File: config.mk
export PLATFORM = sky130hd
export DESIGN_NAME = pc_fetch_sequencer
export DESIGN_NICKNAME = d
export VERILOG_FILES = /design/src/rtl/pc_fetch_sequencer.sv
export SDC_FILE = /design/constraint.sdc
export NUM_CORES = 1
export LEC_CHECK = 0
export ABC_AREA = 0
export BUFFER_PORTS_ARGS = -buffer_cell sky130_fd_sc_hd__buf_2
export CAP_MARGIN = 5
export CORE_ASPECT_RATIO = 2
export CORE_UTILIZATION = 40
export DETAILED_ROUTE_END_ITERATION = 6
export SLEW_MARGIN = 20
export SYNTH_ARGS = -nofsm -noshare
export SYNTH_HDL_FRONTEND = slang
export SYNTH_SLANG_ARGS = --single-unit
File: constraint.sdc
create_clock -name clk -period 4.1 [get_ports clk]
set_clock_uncertainty 0.15 [all_clocks]
set_input_delay 0.205 -clock clk [delete_from_list [all_inputs] [get_ports clk]]
set_output_delay 0.205 -clock clk [all_outputs]
set_load 0.02 [all_outputs]
File: src/rtl/pc_fetch_sequencer.sv
// Program counter owner and instruction-fetch sequencer: one outstanding imem
// request, one buffered instruction for decode, jump/branch/jr redirects.
module pc_fetch_sequencer #(
  parameter logic [31:0] RESET_PC = 32'h0000_0000
) (
  input  logic        clk,
  input  logic        reset,
  output logic        imem_req,
  output logic [31:0] imem_addr,
  input  logic        imem_ready,
  input  logic        imem_rvalid,
  input  logic [31:0] imem_rdata,
  output logic        instr_valid,
  output logic [31:0] instr,
  output logic [31:0] instr_pc,
  input  logic        instr_accept,
  input  logic        redirect_jump,
  input  logic [25:0] jump_index,
  input  logic        redirect_branch,
  input  logic [15:0] branch_offset,
  input  logic        redirect_reg,
  input  logic [31:0] reg_target,
  input  logic [31:0] redirect_base_pc,
  output logic [31:0] pc,
  output logic        addr_error
);

  typedef enum logic [1:0] {
    S_REQ,
    S_WAIT,
    S_HOLD
  } state_t;

  state_t      state, state_nxt;
  logic [31:0] pc_nxt, imem_addr_nxt, fetch_pc, fetch_pc_nxt;
  logic [31:0] instr_nxt, instr_pc_nxt;
  logic        imem_req_nxt, instr_valid_nxt, addr_error_nxt;
  logic        kill, kill_nxt;

  logic        redirect, accept;
  logic [31:0] p4, jump_target, branch_target, reg_target_al, target;

  always_comb begin
    p4            = redirect_base_pc + 32'd4;
    jump_target   = {p4[31:28], jump_index, 2'b00};
    branch_target = p4 + {{14{branch_offset[15]}}, branch_offset, 2'b00};
    reg_target_al = {reg_target[31:2], 2'b00};
    redirect      = redirect_reg | redirect_jump | redirect_branch;
    if (redirect_reg)       target = reg_target_al;
    else if (redirect_jump) target = jump_target;
    else                    target = branch_target;
  end

  assign accept = imem_req & imem_ready;

  always_comb begin
    state_nxt       = state;
    pc_nxt          = pc;
    imem_req_nxt    = imem_req;
    imem_addr_nxt   = imem_addr;
    fetch_pc_nxt    = fetch_pc;
    instr_nxt       = instr;
    instr_pc_nxt    = instr_pc;
    instr_valid_nxt = instr_valid;
    kill_nxt        = kill;
    addr_error_nxt  = redirect_reg & (reg_target[1:0] != 2'b00);
    if (redirect) pc_nxt = target;

    case (state)
      S_REQ: begin
        if (accept) begin
          fetch_pc_nxt = imem_addr;
          imem_req_nxt = 1'b0;
          state_nxt    = S_WAIT;
          if (redirect) kill_nxt = 1'b1;
        end else begin
          imem_req_nxt = 1'b1;
          if (redirect) imem_addr_nxt = target;
        end
      end
      S_WAIT: begin
        if (imem_rvalid) begin
          // Killed or redirected response: pc already holds the new target.
          if (kill || redirect) begin
            kill_nxt      = 1'b0;
            state_nxt     = S_REQ;
            imem_req_nxt  = 1'b1;
            imem_addr_nxt = redirect ? target : pc;
          end else begin
            instr_nxt       = imem_rdata;
            instr_pc_nxt    = fetch_pc;
            instr_valid_nxt = 1'b1;
            pc_nxt          = fetch_pc + 32'd4;
            state_nxt       = S_HOLD;
          end
        end else if (redirect) begin
          kill_nxt = 1'b1;
        end
      end
      S_HOLD: begin
        if (redirect || instr_accept) begin
          instr_valid_nxt = 1'b0;
          state_nxt       = S_REQ;
          imem_req_nxt    = 1'b1;
          imem_addr_nxt   = redirect ? target : pc;
        end
      end
      default: state_nxt = S_REQ;
    endcase
  end

  always_ff @(posedge clk) begin
    if (reset) begin
      state       <= S_REQ;
      pc          <= RESET_PC;
      imem_req    <= 1'b0;
      imem_addr   <= RESET_PC;
      fetch_pc    <= RESET_PC;
      instr       <= '0;
      instr_pc    <= '0;
      instr_valid <= 1'b0;
      addr_error  <= 1'b0;
      // A response still in flight when reset hits must be discarded later.
      kill        <= (state == S_WAIT) && !imem_rvalid;
    end else begin
      state       <= state_nxt;
      pc          <= pc_nxt;
      imem_req    <= imem_req_nxt;
      imem_addr   <= imem_addr_nxt;
      fetch_pc    <= fetch_pc_nxt;
      instr       <= instr_nxt;
      instr_pc    <= instr_pc_nxt;
      instr_valid <= instr_valid_nxt;
      addr_error  <= addr_error_nxt;
      kill        <= kill_nxt;
    end
  end

endmodule

# Word level (Yosys, flattened, before mapping)
# Cells that the tools add are included.
dict set report totals {
  output_inout_bits 131
  ram_bits 0
  wordCells 77
  reg_bits 166
  latch_bits 0
  memories 0
  inputBits 146
  romBits 0
}
dict set report classes {
  n_bitwise 5
  n_reduce_logical 16
  muxes 32
  n_eq_ne 11
  div 0
  shift 0
  multipliers 0
  magnitude_cmp 0
  add_sub_neg 3
}
# operator count
set op_table {}
lappend op_table {{$mux W32} 11}
lappend op_table {{$pmux W32 S3} 1}
lappend op_table {{$add A32 B3 Y32 const B} 2}
lappend op_table {{$add A32 B32 Y32} 1}
lappend op_table {{$ne A2 B2 Y1 const B} 7}
lappend op_table {{$mux W1} 12}
lappend op_table {{$reduce_and A3 Y1} 3}
lappend op_table {{$mux W2} 4}
lappend op_table {{$reduce_and A4 Y1} 2}
lappend op_table {{$pmux W2 S3} 1}
lappend op_table {{$reduce_and A6 Y1} 1}
lappend op_table {{$reduce_bool A3 Y1} 2}
lappend op_table {{$ne A4 B4 Y1 const B} 1}
lappend op_table {{$pmux W1 S2} 2}
lappend op_table {{$reduce_bool A2 Y1} 2}
lappend op_table {{$ne A3 B3 Y1 const B} 1}
lappend op_table {{$pmux W1 S3} 1}
lappend op_table {{$and A1 B1 Y1} 2}
lappend op_table {{$eq A2 B1 Y1 const B} 1}
lappend op_table {{$eq A2 B2 Y1 const B} 1}
lappend op_table {{$logic_not A2 Y1} 1}
lappend op_table {{$logic_or A1 B1 Y1} 2}
lappend op_table {{$or A1 B1 Y1} 2}
lappend op_table {{$reduce_and A2 Y1} 1}
lappend op_table {{other kinds (3)} 3}

# Longest topological paths before layout
dict set report depth {
  ltp_word 8
  depth_mapped 17
}

# Least setup slack after synthesis
# No wires, ideal clock.
dict set report synth_timing {
  path_kind {input to register}
  startpoint {input port redirect_base_pc[9]}
  endpoint {register pc[31]}
  cell_stages 16
  n_path_buf 1
  required_time_ns 3.847
  slack_ns 0.524
  arrival_ns 3.323
  setup_time_ns 0.103
  cell_sequence {and4_1 and4_1 and2_2 nand3_1 xnor2_1 ha_1 buf_2 nand4_1 or2_1 a2111oi_2 o211ai_1 a31o_2 a21oi_1 xnor2_1 mux2i_1 a2111oi_2}
}
dict set report synth_via {
  elab_chain_cells 8
}
# item line_no
set synth_lines {}
lappend synth_lines {{from (decl)} 23} ;# input logic [31:0] redirect_base_pc,
lappend synth_lines {{$add A32 B3 Y32 *} 44} ;# p4 = redirect_base_pc + 32'd4;
lappend synth_lines {{$add A32 B32 Y32} 46} ;# branch_target = p4 + {{14{branch_offset[15]}}, branch_offset, 2'b00};
lappend synth_lines {{$mux W32 *} 50} ;# else if (redirect_jump) target = jump_target;
lappend synth_lines {{$mux W32 *} 49} ;# if (redirect_reg) target = reg_target_al;
lappend synth_lines {{$mux W32 *} 67} ;# if (redirect) pc_nxt = target;
lappend synth_lines {{$mux W32} 84} ;# if (kill || redirect) begin
lappend synth_lines {{$mux W32} 82} ;# if (imem_rvalid) begin
lappend synth_lines {{$mux W32 *} 69} ;# case (state)
lappend synth_lines {{to (signal assigned)} 127} ;# pc <= pc_nxt;
lappend synth_lines {{to (decl)} 24} ;# output logic [31:0] pc,
# Mark *: on every way between the ends. The rest lies on a longest branch, timed or not.
# A chain may end at the register's enable or synchronous reset.

# Worst setup path in the final report
dict set report layout_timing {
  startpoint {input port redirect_base_pc[5]}
  endpoint {register pc[31]}
}
# The elaborated chain is that of the path after synthesis.

==> flow_summary.json <==
{
  "status": "finished clean",
  "clockRootBuffer": "clkbuf_16",
  "routed_wl_um": 36280,
  "r2r_start": "state[0]",
  "ir_worst_vdd_v": 0.0003104,
  "synth_common_cells": "289 x nand2_1, 176 x a21oi_1, 165 x dfxtp_1",
  "yosysTopAreaCell": "dfxtp_1",
  "required_ps": 4290,
  "reg2reg_slack_ps": 1270,
  "vias_per_cell": 5.550,
  "cts_sinks": 166,
  "fmax_mhz": 273.8,
  "synth_edf_count": 1,
  "synthesis.nets": 1504,
  "cts_buffer_depth": 2,
  "post-place-ws_ps": -1.725,
  "arrival_ps": 3840,
  "pwr-share-seq_pct": 40.6,
  "drive_gt1_share_pct": 22.98,
  "switching_share_pct": 32.47,
  "cts_setup_buffers": 0,
  "path_cells": "buf_2 > and4_1 > and4_1 > and3_1 > nand2_1 > xnor2_1 > ha_1 > and2_1 > nand3_1 > a2111oi_2 > o211ai_1 > a31o_2 > a21oi_1 > xnor2_1 > mux2i_1 > a2111oi_2",
  "rsz0062_at_grt": "no",
  "design_area_um2": 12440,
  "clkTransAtPathRegs_ps": 70,
  "startpoint": "redirect_base_pc[5]",
  "ys.flop_type": "dfxtp_1",
  "synth.area.top_cells": "dfxtp_1 34%, nand2_1 11%, a21oi_1 9.0%",
  "path_max_fanout": 7,
  "synth_most_common_cell": "nand2_1",
  "cts_tree": "built",
  "utilization_pct": 52.01,
  "cp-endpoint": "pc[31]",
  "nNetsFinal": 1784,
  "hold_buffers": 36,
  "hold_path_class": "primary input to flip-flop",
  "post-route-period-util_pct": 89.07,
  "gr-usage-all-layers_pct": 29.23,
  "syn_avg_cell_area_um2": 7.422,
  "drt_iter0_markers": 786,
  "portBuffers": 276,
  "post-route-drc-count": 0,
  "area_growth_pct": 27.30,
  "synth.yosys.seq_area_share_pct": 34.10,
  "setup_slack_ps": 447.9,
  "nFillCells": 2394,
  "grt_first_pass_wirelength_um": 56140,
  "coreArea_um2": 23920,
  "critPathKind": "primary input to flip-flop",
  "place.gp.congestion": 1.014,
  "cap_violations": 0,
  "syn_inst": 1317,
  "combPwrFrac_pct": 23.9,
  "ys_ff_latch": 166,
  "final_antenna_net_count": 0,
  "first_pass_iters": 7,
  "p_int_uw": 2980,
  "grt_max_degree": 72,
  "initial_core_util_pct": 40.86,
  "worstMarginPinSlew_ps": 1003,
  "power.density_nw_per_um2": 354.7,
  "critPathCaptureType": "flip-flop",
  "ys_warn_count": 0,
  "clock_latency_ps": 440,
  "io_pins": 277,
  "crit_slowest_cell": "ha_1",
  "startpoint_type": "primary input",
  "layout_min_cycle_time_ps": 3652,
  "grt_pass1_vias": 10260,
  "max_stage_delay_ps": 410,
  "fp-row-count": 80,
  "rr_worst_depth": 9,
  "htreeDepth": 4,
  "overflow": 0,
  "setup_viol": 0,
  "async_flop_share_pct": 0,
  "switching_power_uw": 1433,
  "maxSlewViolCount": 0,
  "relSlewSlack_pct": 32.91,
  "postPlaceCellArea_um2": 11490,
  "via_count": 10560,
  "synth_cell_types": 68,
  "pwr-share-clk_pct": 35.6,
  "synth_top_area_share_pct": 33.79,
  "die_area_um2": 25100,
  "antenna_found_initial": 4,
  "numCtsBuffers": 17,
  "leakagePower_uw": 0.005383,
  "netlist_area_um2": 9774,
  "hold_viol": 0,
  "die-width_um": 112.5,
  "wire_per_inst_um": 19.07,
  "place_hpwl_um": 28330,
  "rr_endpoint": "imem_addr[14]",
  "cts-resized-gates": 0,
  "die_y_um": 223.1
}
[power groups by stage]
stage,clock [uW],combinational [uW],sequential [uW]
global placement,0,1010,1820
detailed placement,0,1010,1830
finish,1570,1050,1790
global route,1670,1140,1800
CTS,1600,1050,1790
floorplan,0,540,1880
[registers in the layout (all words and copies together), names as in the netlist, 2 cells and up]
signal     flops
instr         32
pc            32
fetch_pc      32
instr_pc      32
state          2
imem_addr     32
[cell families after synthesis]
group | count (synthesis) | synth area share, %
multiplexers | 12 | 1.267
AO/OA/AOI/OAI | 369 | 23.81
buffers and inverters | 107 | 4.339
flip-flops | 166 | 34.10
adder cells (fa/ha/maj) | 41 | 5.325
XOR/XNOR | 73 | 6.541
AND/OR/NAND/NOR | 549 | 24.62
[layout by cell type (no fill, tap or decap), types with 5 or more instances in the layout]
cell,count
a21o_1,16
mux2i_1,9
and3_1,20
a311oi_1,7
nor2_1,99
inv_1,17
or3_1,5
nand2b_1,11
ha_1,40
o21ai_1,8
o21bai_1,5
o21a_1,10
xnor2_1,44
dlygate4sd3_1,36
nor3_1,27
and4_1,12
buf_2,275
and2_1,10
o211ai_1,12
a21oi_1,176
o21ai_0,33
a31oi_1,6
nand3_1,44
buf_4,37
nand2_1,288
nand4_1,16
o22ai_1,6
dfxtp_1,165
diode_2,5
a211oi_1,27
clkbuf_16,18
a221oi_1,10
a22oi_1,8
xor2_1,29
[how the worst min path moves through the flow]
stage / from / end / slack [ps] / cells after the start
after global routing: reg_target[24] / pc[24] / 30 / 3
after detailed placement: instr[11] / instr[11] / 290 / 2
final: reg_target[10] / pc[10] / 20 / 4
after floorplan: imem_rdata[0] / instr[0] / 190 / 2
after global placement: instr[11] / instr[11] / 290 / 2
after CTS: reg_target[10] / pc[10] / 0.5 / 4
[layout make-up]
class | count | area (um2) | share of cell area (%)
diodes | 5 | 12.51 | 0.1006
clock buffers | 18 | 450.4 | 3.620
clock inverters | 14 | 125.1 | 1.006
inverters | 17 | 63.81 | 0.5128
multi-input cells | 1044 | 6025 | 48.42
flip-flops and latches | 166 | 3333 | 26.79
well taps | 287 | 359.1 | 2.886
repair buffers | 351 | 2074 | 16.67
[routing by layer]
layer  share of wire, %  vias to the layer above  global-route usage, %
li1                   -                     5200                      -
met1                 37                     4932                  30.46
met2                 53                      344                  53.68
met3                3.5                       80                  3.993
met4                7.0                        0                  19.78
met5                  0                        -                      0
[through the flow]
stage | setup TNS (ps) | total power [uW] | std cells | hold slack (ps)
finish | 0 | 4413 | 1902 | 23.05
global route | 0 | 4604 | 1901 | 26.24
CTS | 0 | 4430 | 1897 | 0.4587
detailed placement | -1.725 | 2841 | 1829 | 293.2
global placement | 0 | 2833 | 1829 | 289.0
floorplan | 0 | 2423 | 1317 | 191.0
[critical path, delay by kind of cell]
kind                     cells  cell delay [ps]
multiplexers                 1              130
XOR/XNOR                     2              270
AND/OR/NAND/NOR              6             1350
buffers and inverters        1              110
AO/OA/AOI/OAI                5             1350
adder cells (fa/ha/maj)      1              410
Power figures use the tool's default switching activity.
